## src/rtl/flash_audio_sample_fsm.sv

```systemverilog
// Walks a 16-bit audio image packed two samples per 32-bit flash word, one sample per tick.
// Latency: first sample of a word 3 + waitrequest cycles after its tick; second sample 1 cycle after its tick.
// Backpressure: honours Avalon waitrequest; ticks arriving while a word is fetched or emitted are dropped and flagged.
module flash_audio_sample_fsm #(
  parameter int                ADDR_W   = 23,
  parameter logic [ADDR_W-1:0] MAX_ADDR = 23'h7FFFF
) (
  input  logic              clk,
  input  logic              reset_n,
  input  logic              restart,
  input  logic              play,
  input  logic              direction,
  input  logic              sample_tick,
  output logic [ADDR_W-1:0] flash_address,
  output logic              flash_read,
  input  logic              flash_waitrequest,
  input  logic [31:0]       flash_readdata,
  input  logic              flash_readdatavalid,
  output logic [15:0]       audio_data,
  output logic              audio_valid,
  output logic              tick_dropped
);

  typedef enum logic [2:0] {
    S_IDLE,
    S_FETCH,
    S_WAIT_DATA,
    S_OUT0,
    S_HOLD,
    S_OUT1
  } state_t;

  state_t            state, state_nxt;
  logic [ADDR_W-1:0] addr_nxt;
  logic              read_nxt;
  logic [15:0]       data_nxt;
  logic              valid_nxt;
  logic              drop_nxt;
  logic [31:0]       word, word_nxt;
  logic              dir_word, dir_word_nxt;
  logic              restart_pending, pending_nxt;
  logic              restart_q;

  logic              rst_req;
  logic              tick_ok;
  logic [ADDR_W-1:0] restart_addr;
  logic [ADDR_W-1:0] adv_addr;

  assign rst_req      = restart & ~restart_q;
  assign tick_ok      = sample_tick & play;
  assign restart_addr = direction ? '0 : MAX_ADDR;

  // Next word address in the current playback direction, wrapping at both ends of the image.
  always_comb begin
    adv_addr = flash_address;
    if (direction) begin
      adv_addr = (flash_address == MAX_ADDR) ? '0 : flash_address + ADDR_W'(1);
    end else begin
      adv_addr = (flash_address == '0) ? MAX_ADDR : flash_address - ADDR_W'(1);
    end
  end

  // Next-state and output decode; audio outputs are loaded on the edge that enters OUT0/OUT1.
  always_comb begin
    state_nxt    = state;
    addr_nxt     = flash_address;
    read_nxt     = flash_read;
    data_nxt     = audio_data;
    valid_nxt    = 1'b0;
    drop_nxt     = 1'b0;
    word_nxt     = word;
    dir_word_nxt = dir_word;
    pending_nxt  = restart_pending;

    case (state)
      S_IDLE: begin
        if (rst_req) begin
          addr_nxt = restart_addr;
        end else if (tick_ok) begin
          read_nxt  = 1'b1;
          state_nxt = S_FETCH;
        end
      end
      S_FETCH: begin
        // A restart here is deferred so the Avalon read is never abandoned.
        if (rst_req) pending_nxt = 1'b1;
        else if (tick_ok) drop_nxt = 1'b1;
        if (!flash_waitrequest) begin
          read_nxt  = 1'b0;
          state_nxt = S_WAIT_DATA;
        end
      end
      S_WAIT_DATA: begin
        if (rst_req) pending_nxt = 1'b1;
        else if (tick_ok) drop_nxt = 1'b1;
        if (flash_readdatavalid) begin
          if (restart_pending || rst_req) begin
            addr_nxt    = restart_addr;
            pending_nxt = 1'b0;
            state_nxt   = S_IDLE;
          end else begin
            word_nxt     = flash_readdata;
            dir_word_nxt = direction;
            data_nxt     = direction ? flash_readdata[15:0] : flash_readdata[31:16];
            valid_nxt    = 1'b1;
            state_nxt    = S_OUT0;
          end
        end
      end
      S_OUT0: begin
        if (rst_req) begin
          addr_nxt  = restart_addr;
          state_nxt = S_IDLE;
        end else begin
          drop_nxt  = tick_ok;
          state_nxt = S_HOLD;
        end
      end
      S_HOLD: begin
        if (rst_req) begin
          addr_nxt  = restart_addr;
          state_nxt = S_IDLE;
        end else if (tick_ok) begin
          data_nxt  = dir_word ? word[31:16] : word[15:0];
          valid_nxt = 1'b1;
          state_nxt = S_OUT1;
        end
      end
      S_OUT1: begin
        // Restart overrides the normal advance to the next word.
        if (rst_req) begin
          addr_nxt = restart_addr;
        end else begin
          drop_nxt = tick_ok;
          addr_nxt = adv_addr;
        end
        state_nxt = S_IDLE;
      end
      default: state_nxt = S_IDLE;
    endcase
  end

  // State and datapath registers with synchronous active-low reset.
  always_ff @(posedge clk) begin
    if (!reset_n) begin
      state           <= S_IDLE;
      flash_address   <= '0;
      flash_read      <= 1'b0;
      audio_data      <= '0;
      audio_valid     <= 1'b0;
      tick_dropped    <= 1'b0;
      word            <= '0;
      dir_word        <= 1'b0;
      restart_pending <= 1'b0;
      restart_q       <= 1'b0;
    end else begin
      state           <= state_nxt;
      flash_address   <= addr_nxt;
      flash_read      <= read_nxt;
      audio_data      <= data_nxt;
      audio_valid     <= valid_nxt;
      tick_dropped    <= drop_nxt;
      word            <= word_nxt;
      dir_word        <= dir_word_nxt;
      restart_pending <= pending_nxt;
      restart_q       <= restart;
    end
  end

endmodule

```

## config.mk

```make
export PLATFORM = sky130hd
export DESIGN_NAME = flash_audio_sample_fsm
export DESIGN_NICKNAME = d
export VERILOG_FILES = /design/src/rtl/flash_audio_sample_fsm.sv
export SDC_FILE = /design/constraint.sdc
export NUM_CORES = 1
export LEC_CHECK = 0
export BUFFER_PORTS_ARGS = -buffer_cell sky130_fd_sc_hd__buf_2
export CORE_MARGIN = 4
export CORE_UTILIZATION = 57
export DETAILED_ROUTE_END_ITERATION = 7
export GPL_TIMING_DRIVEN = 0
export PLACE_DENSITY = 0.87
export SLEW_MARGIN = 30
export SYNTH_ARGS = -nofsm -noshare
export SYNTH_HDL_FRONTEND = slang
export SYNTH_SLANG_ARGS = --single-unit
```

## constraint.sdc

```tcl
create_clock -name clk -period 3.1 [get_ports clk]
set_input_delay 0.465 -clock clk [delete_from_list [all_inputs] [get_ports clk]]
set_output_delay 0.465 -clock clk [all_outputs]
set_load 0.02 [all_outputs]
```

==> impl_summary.md, run 1 <==
Pwr
The worst-case IR drop observed on VDD is approximately 0.32 mV. For this design the ratio of total power to cell area is between 400 and 500 nW/um2. The leakage power is 2.031 nW.

Clocking
The number of clock sinks is 80. In this run, CTS created clock tree buffers numbering 9. The maximum level of the CTS H-tree is 3. Clock tree synthesis selected as its root buffer the cell sky130_fd_sc_hd__clkbuf_8.

After clock tree synthesis, the flow added hold-fix buffers numbering 0. TritonCTS built the clock tree. Counting along the longest clock path gives a buffer depth of 2. The source-to-sink clock delay at the later pin of the worst-skew pair is 0.37 ns. After clock tree synthesis, the clock-pin slew on the worst setup and hold paths is about 0.090 ns.

STA
The number of hold-slack violations in the final timing report is 0. The smallest hold slack is between 0.3 and 0.4 ns. The number of pins with negative max-slew slack in the final report is 0.

Setup repair after global routing left no endpoint under its margin. The number of endpoints failing setup at the final stage is 0. The clock period could shrink to approximately 2.8 ns. The total negative slack is 0 ns. Derived from the worst setup path, the maximum achievable clock frequency is 360.3 MHz. The portion of the clock cycle consumed by the worst path in the final layout is slightly below 90%. For the pin with the worst max-slew slack, the measured transition is between 0.7 and 0.8 ns. The final worst clock skew is 0.006468 ns. The max-slew headroom at the worst pin is between 50% and 60%.

Yosys
Ranked by instance count, the synthesized netlist is headed by sky130_fd_sc_hd__nand2_1 (129), sky130_fd_sc_hd__a21oi_1 (86), sky130_fd_sc_hd__dfxtp_1 (80), sky130_fd_sc_hd__clkbuf_1 (45), sky130_fd_sc_hd__nor2_1 (31). The synthesized netlist occupies a cell area of roughly 4800 um2. The area share of the largest cell type after synthesis is between 30% and 40%. The number of distinct library cell variants in the gate-level netlist after synthesis is about 70. Yosys attributes the largest share of cell area to sky130_fd_sc_hd__dfxtp_1 (34%), sky130_fd_sc_hd__nand2_1 (10%), sky130_fd_sc_hd__a21oi_1 (9.1%).

Summing the sequential cell areas from Yosys gives between 30% and 40% of the chip area. The gate count after technology mapping is between 600 and 700. The average footprint of a synthesized cell is ~7.4 um2. Summed over all instances, the cell type with the most area after synthesis is sky130_fd_sc_hd__dfxtp_1. The number of flops mapped to enable cells by yosys is 0. In the synthesized netlist the dominant register cell turns out to be sky130_fd_sc_hd__dfxtp_1. The number of nets in the synthesized netlist is about 700. In the synthesized netlist the async set-or-reset flop fraction comes to 0%.

The Yosys warning count is 0. After synthesis the netlist holds a flip-flop and latch count of 80. The most common cell in the synthesized netlist is sky130_fd_sc_hd__nand2_1.

Global routing
For this run, the total global-route usage over all layers was measured as 29.43%. The largest net degree at the start of global routing is 14. The global-route wire length before repair is approximately 24,000 um.

The via count of the first global-routing pass was 4,958. The remaining global-route overflow is 0. The number of antenna violations at the first check in global routing was 0.

Critical path
The worst register-to-register path has a setup slack of approximately 0.32 ns. The arrival time of data at the critical path endpoint is 3.04 ns. The depth of the worst register-to-register path is 8. Of all nets on the critical path, the largest fanout is 10.

The endpoint class of the critical path is a flop. In this run the critical register-to-register path is captured at flash_address[13]. The class of the most critical setup path is flop to flop.

At the worst endpoint, the required time is roughly 3.4 ns. The kind of start point of the critical path is a flop. The worst register-to-register path begins at flash_address[3].

Detailed routing
In this run the remaining antenna-violating nets after routing total 0. The via count normalized by instance count is 6.218. Dividing the detail-routed wire length by the instance count gives around 17 um.

After detailed routing, the number of remaining DRC violations is 0. The number of vias after detailed routing is roughly 5,200. The pre-antenna-repair detailed-routing pass consisted of 6 iterations. The initial detailed-routing violation count is about 360.

The routed wire length is around 15,000 um.

Worst hold path
The worst hold path terminates at restart_q. The startpoint of the most critical hold path is restart. The hold-critical path depth is 2. The class of the worst hold path is input pin to flop.

Floorplan
The height of the die is 99.32 um. In this run the standard cell core region covers just over 8000 um2. The die covers 9864 um2. The initialized floorplan defines 33 standard-cell rows. For this configuration, the core starts out at a cell density of 58.14%.

The floorplan step set the die width to a little under 100 um. Pin placement for this block handled between 80 and 90 I/O pins.

Layout
Fill cells in the final layout number 702. The share of post-route cells with drive strength above 1 is roughly 17%. The final-stage net count is 774. 0 antenna diodes ended up in the layout.

From synthesis to final layout, the design area changed by 15.35%.

Outcome
The run finished with clean final reports.

Placed design
After legalization and detailed placement, the total HPWL measured ~11,000 um. Input and output buffers added on the ports amount to between 80 and 90. At the end of routability-driven placement, the weighted congestion stood at roughly 0.95.

Job
Across the run, the number of max-cap violations was 0.
[layout by cell type (no fill, tap or decap), types with 8 or more instances in the layout]
cell and n:
sky130_fd_sc_hd__a211oi_1 19, sky130_fd_sc_hd__a21oi_1 86, sky130_fd_sc_hd__a31oi_1 11, sky130_fd_sc_hd__and3_1 8, sky130_fd_sc_hd__buf_2 84, sky130_fd_sc_hd__clkbuf_1 46, sky130_fd_sc_hd__clkbuf_8 13, sky130_fd_sc_hd__dfxtp_1 80
sky130_fd_sc_hd__mux2i_1 17, sky130_fd_sc_hd__nand2_1 129, sky130_fd_sc_hd__nand2b_1 8, sky130_fd_sc_hd__nand3_1 20, sky130_fd_sc_hd__nor2_1 31, sky130_fd_sc_hd__nor2b_1 19, sky130_fd_sc_hd__nor3_1 21, sky130_fd_sc_hd__nor4_1 9
sky130_fd_sc_hd__o21ai_0 17, sky130_fd_sc_hd__xor2_1 9
[metal layers]
layer	wire [um]	global-route usage, %	up-vias
met5	0	0	-
met4	514	15.34	0
met3	1408	5.119	56
met2	7003	49.74	324
met1	5729	35.75	2391
li1	-	-	2452
[critical path, stage by stage, from the launching register on]
cell and delay (ns):
sky130_fd_sc_hd__dfxtp_1 0.33, sky130_fd_sc_hd__clkbuf_1 0.27, sky130_fd_sc_hd__nand3_1 0.33, sky130_fd_sc_hd__nor4_4 0.56, sky130_fd_sc_hd__a21oi_1 0.35, sky130_fd_sc_hd__clkbuf_1 0.37, sky130_fd_sc_hd__a21oi_1 0.23, sky130_fd_sc_hd__a21oi_1 0.07
sky130_fd_sc_hd__o21a_1 0.17
[where the power goes]
part	internal, W	leakage (nW)	total [W]	switching [W]
logic	0.000187	1.29	0.000526	0.000339
clock network	0.000369	0.0925	0.000787	0.000418
registers	0.00106	0.649	0.00109	0.0000286
[registers in the layout (all words and copies together), names as in the netlist]
signal,count
tick_dropped,1
dir_word,1
audio_data,16
audio_valid,1
restart_pending,1
flash_address,23
word,32
restart_q,1
state,3
flash_read,1
[stage by stage]
step	setup WS [ns]	cell area [um2]	cells	total power, W	util [%]
final	0.3248	5483	840	0.002402	67.06
after global routing	0.1826	5483	840	0.002494	67.06
after CTS	0.2408	5474	840	0.002395	66.96
after detailed placement	0.2605	5290	825	0.001623	64.71
after global placement	0.2380	5290	825	0.001611	64.71
after floorplan	0.8410	4753	639	0.001467	-
[final cells by class]
class,instances,area (um2),area share [%]
sequential,80,1602,29.21
timing repair buffer,81,405.4,7.394
buffer,57,284.0,5.180
tap,105,131.4,2.396
clock inverter,5,56.30,1.027
inverter,6,22.52,0.4108
multi-input combinational,496,2854,52.05
clock buffer,10,127.6,2.328
[how the worst max path moves through the flow]
stage / startpoint / endpoint / slack (ns) / cells after the start
6_report: flash_address[3] / flash_address[13] / 0.32 / 8
5_1_grt: flash_address[3] / flash_address[7] / 0.18 / 8
4_1_cts: flash_address[3] / flash_address[13] / 0.24 / 8
3_5_place_dp: flash_address[3] / flash_address[13] / 0.26 / 8
3_3_place_gp: flash_address[3] / flash_address[19] / 0.24 / 8
2_1_floorplan: flash_address[3] / flash_address[7] / 0.84 / 8
[cells by family after synthesis]
logic type / count (synthesis) / share of synthesized area [%]
flops: 80 / 33.69
mux: 17 / 3.580
simple gates: 281 / 28.90
compound gates: 180 / 23.82
xor+xnor: 15 / 2.764
buf+inv: 63 / 6.449
fa+ha+maj: 3 / 0.7898
[timing repair]
action	4_1_cts	5_1_grt
resized for setup	0	1
endpoints found under the setup margin	0	1
setup buffers	0	0
Power figures use the tool's default switching activity.
==> run 2: changes to the inputs <==
--- a/config.mk
+++ b/config.mk
@@ -5,12 +5,14 @@
 export SDC_FILE = /design/constraint.sdc
 export NUM_CORES = 1
 export LEC_CHECK = 0
+export ABC_CLOCK_PERIOD_IN_PS = 3100
 export BUFFER_PORTS_ARGS = -buffer_cell sky130_fd_sc_hd__buf_2
+export CAP_MARGIN = 20
 export CORE_MARGIN = 4
 export CORE_UTILIZATION = 57
 export DETAILED_ROUTE_END_ITERATION = 7
 export GPL_TIMING_DRIVEN = 0
-export PLACE_DENSITY = 0.87
+export PLACE_DENSITY = 0.82
 export SLEW_MARGIN = 30
 export SYNTH_ARGS = -nofsm -noshare
 export SYNTH_HDL_FRONTEND = slang
==> impl_summary.md, run 2 (synthesis gave the netlist of run 1 again) <==
Layout
Leaving out fill and tap cells, the most frequent cell in the layout is sky130_fd_sc_hd__nand2_1. The number of flip-flops in the largest register was 32 (unchanged). The signed area change from the synthesized netlist to the final layout is 15.56%. The register ranked first by flip-flop count is word. The final-stage net count came to 774 (unchanged). The fill cell instance count of the final layout came to 741 (+5.6%). The footprint of the flip-flops and latches is 1602 um2 (unchanged).

The share of post-route cells with drive strength above 1 is 17.12% (+0.38 points). The area taken by multi-input logic gates is 2859 um2 (+0.18%). The library cells used most frequently in the layout, excluding fill and tap cells, are sky130_fd_sc_hd__nand2_1 (129), sky130_fd_sc_hd__a21oi_1 (86), sky130_fd_sc_hd__buf_2 (84). The largest registers in the layout are word x32, flash_address x23, audio_data x16.

The antenna diode instance count was 0 (unchanged).

Critical path
The worst setup path is of the flop to flop kind. The total stage count of the critical path was 7 (-1). The arrival time of data at the critical path endpoint is 3.08 ns (+0.04 ns). Following the worst setup path forward leads to its endpoint at flash_address[21]. The maximum net fanout on the critical path is 10 (unchanged). The cell class contributing the biggest share of worst-path delay is buffers and inverters. The endpoint class of the critical path is a flop. The launching element of the worst setup path is state[1]. The sum of buffers and inverters on the critical path came to 3 (+1). The startpoint identified for the worst register-to-register timing path is state[1]. The depth of the worst register-to-register path was 7 (-1). The slack of the worst reg-to-reg path was 0.25 ns (-0.07 ns). The maximum cell stage delay along the critical path is 0.71 ns (+0.15 ns).

The kind of start point of the critical path is a flop. The critical path goes through buf_1 > nor2_1 > o32ai_1 > clkbuf_8 > clkbuf_1 > o211ai_1 > o311ai_0. The slowest stage of the critical path is the sky130_fd_sc_hd__o32ai_1 cell. In this run the critical register-to-register path is captured at flash_address[21].

The worst path required time is 3.33 ns (-0.04 ns).

STA
The number of endpoints failing setup at the final stage came to 0 (unchanged). The transition at the pin with the smallest max-transition slack is 0.8375 ns (+0.1066 ns). The total negative slack is 0 ns (unchanged). The top achievable clock speed is 351.2 MHz (-2.5%). The number of hold-slack violations in the final timing report is 0 (unchanged). The number of pins with negative max-slew slack in the final report is 0 (unchanged). The max-slew headroom at the worst pin came to 43.99% (-6.9 points).

The portion of the clock cycle consumed by the worst path in the final layout is 91.84% (+2.3 points). The minimum period implied by the final worst setup slack is 2.847 ns (+0.07182 ns). The smallest hold slack is 0.3413 ns (+0.01500 ns). Setup repair after global routing left no endpoint under its margin. The final worst clock skew is 0.01568 ns (+0.009216 ns).

Detailed routing
The number of vias after detailed routing was 5,337 (+2.2%). The wire length per cell was 18.23 um (+4.5%). The post-route antenna net violation count is 0 (unchanged). The initial detailed-routing violation count is 524 (+46%).

The routed wire length came to 15,330 um (+4.6%). The post-route DRC violation count is 0 (unchanged). The number of iterations in the first detailed-routing pass is 5 (-1).

The via count normalized by instance count is 6.346 (+2.1%).

Placed design
The number of input and output port buffers inserted came to 81 (unchanged). The last weighted congestion value of the routability-driven placer came to 0.9788 (+3.1%). The half-perimeter wire length of the detailed placement result is 10,870 um (+3.3%).

Clocking
The source-to-sink clock delay at the later pin of the worst-skew pair is 0.36 ns (about the same). The number of buffers created by CTS is 9 (unchanged). The maximum level of the CTS H-tree is 3 (unchanged). The hold buffer count at cts is 0 (unchanged). The number of buffers between clock root and the deepest sink is 2 (unchanged). The clock-pin slew reported for the worst setup and hold paths after clock tree synthesis is 0.10 ns (about the same). The cell at the root of the clock tree is sky130_fd_sc_hd__clkbuf_8.

The TritonCTS clock tree is yes. The number of clock sinks is 80 (unchanged). The setup fix buffers added after clock tree synthesis is 0 (unchanged).

Pwr
The leakage power is 2.030 nW (about the same). The ratio of total power to cell area is 435.0 nW/um2 (-0.71%). The worst ir drop on vdd is 0.2782 mV (-14%).

Floorplan
The width of the die is 99.32 um (unchanged). The height of the die is 99.32 um (unchanged). The effective utilization at floorplan is 58.14% (unchanged).

The total number of placement rows is 33 (unchanged). The area of the die was 9864 um2 (unchanged). The total I/O pin count was 82 (unchanged). The core box area came to 8175 um2 (unchanged).

Global routing
The global routing usage summed across all routing layers came to 30.52% (+1.1 points). The fraction of met1 tracks used by global routing is 41.94% (+6.2 points). The global-route wire length before repair is 24,410 um (+3.6%). The remaining global-route overflow is 0 (unchanged). The most used routing layer is met2. The via count of the first global-routing pass was 4,956 (-0.040%). The global-route track usage on met2 is 47.68% (-2.1 points). The number of antenna violations at the first check in global routing is 0 (unchanged). The met3 layer usage reported by global route was 5.049% (-0.070 points). The largest net degree at the start of global routing came to 16 (+2).

Worst hold path
The class of the worst hold path is input pin to flop. The worst hold path begins at restart. The hold-critical path depth is 2 (unchanged).

Job
The max-cap check violation count is 0 (unchanged).

Outcome
The run finished with clean final reports.
==> run 2: cell types whose count changed in the layout (fill, tap and decap cells not counted), sizes merged <==
cell	before	now
clkinv	2	1
bufinv	1	0
inv	7	8
clkinvlp	1	3
==> run 2: through the flow <==
stage / cells / utilization (%) / cell area (um2) / total power (W) / setup WS, ns
2_1_floorplan: 639 / - / 4753 / 0.001467 / 0.8410
3_3_place_gp: 825 / 64.71 / 5290 / 0.001618 / 0.2431
3_5_place_dp: 825 / 64.71 / 5290 / 0.001628 / 0.1732
4_1_cts: 841 / 67.02 / 5479 / 0.002369 / 0.1859
5_1_grt: 841 / 67.19 / 5493 / 0.002479 / 0.07734
6_report: 841 / 67.19 / 5493 / 0.002389 / 0.2530
==> run 2: worst min-delay path by stage <==
stage	endpoint
6_report	restart_q
5_1_grt	word[7]
4_1_cts	word[21]
3_5_place_dp	audio_data[12]
3_3_place_gp	word[29]
2_1_floorplan	word[0]
==> run 2: cell type report <==
cell class / instances / area share, %
buffer: 57 / 5.171
clock buffer: 10 / 2.506
clock inverter: 6 / 0.9339
inverter: 6 / 0.4100
multi-input combinational: 496 / 52.05
sequential: 80 / 29.16
tap: 105 / 2.392
timing repair buffer: 81 / 7.380
==> run 2: what timing repair did <==
| item | 4_1_cts | 5_1_grt |
|---|---|---|
| setup endpoints to repair | 0 | 5 |
| endpoints found under the hold margin | 0 | 0 |
| gates resized for setup | 0 | 1 |
==> run 2: routing by layer <==
metal  vias up  share of wire [%]
met5         -                  0
met4         0                2.9
met3        59                 10
met2       331                 46
met1      2489                 41
li1       2458                  -
==> run 2: power by group <==
part / internal (W) / total (W) / switching, W
clock: 0.000323 / 0.000763 / 0.000440
sequential: 0.00106 / 0.00109 / 0.0000309
combinational: 0.000187 / 0.000535 / 0.000347
total: 0.00157 / 0.00239 / 0.000818
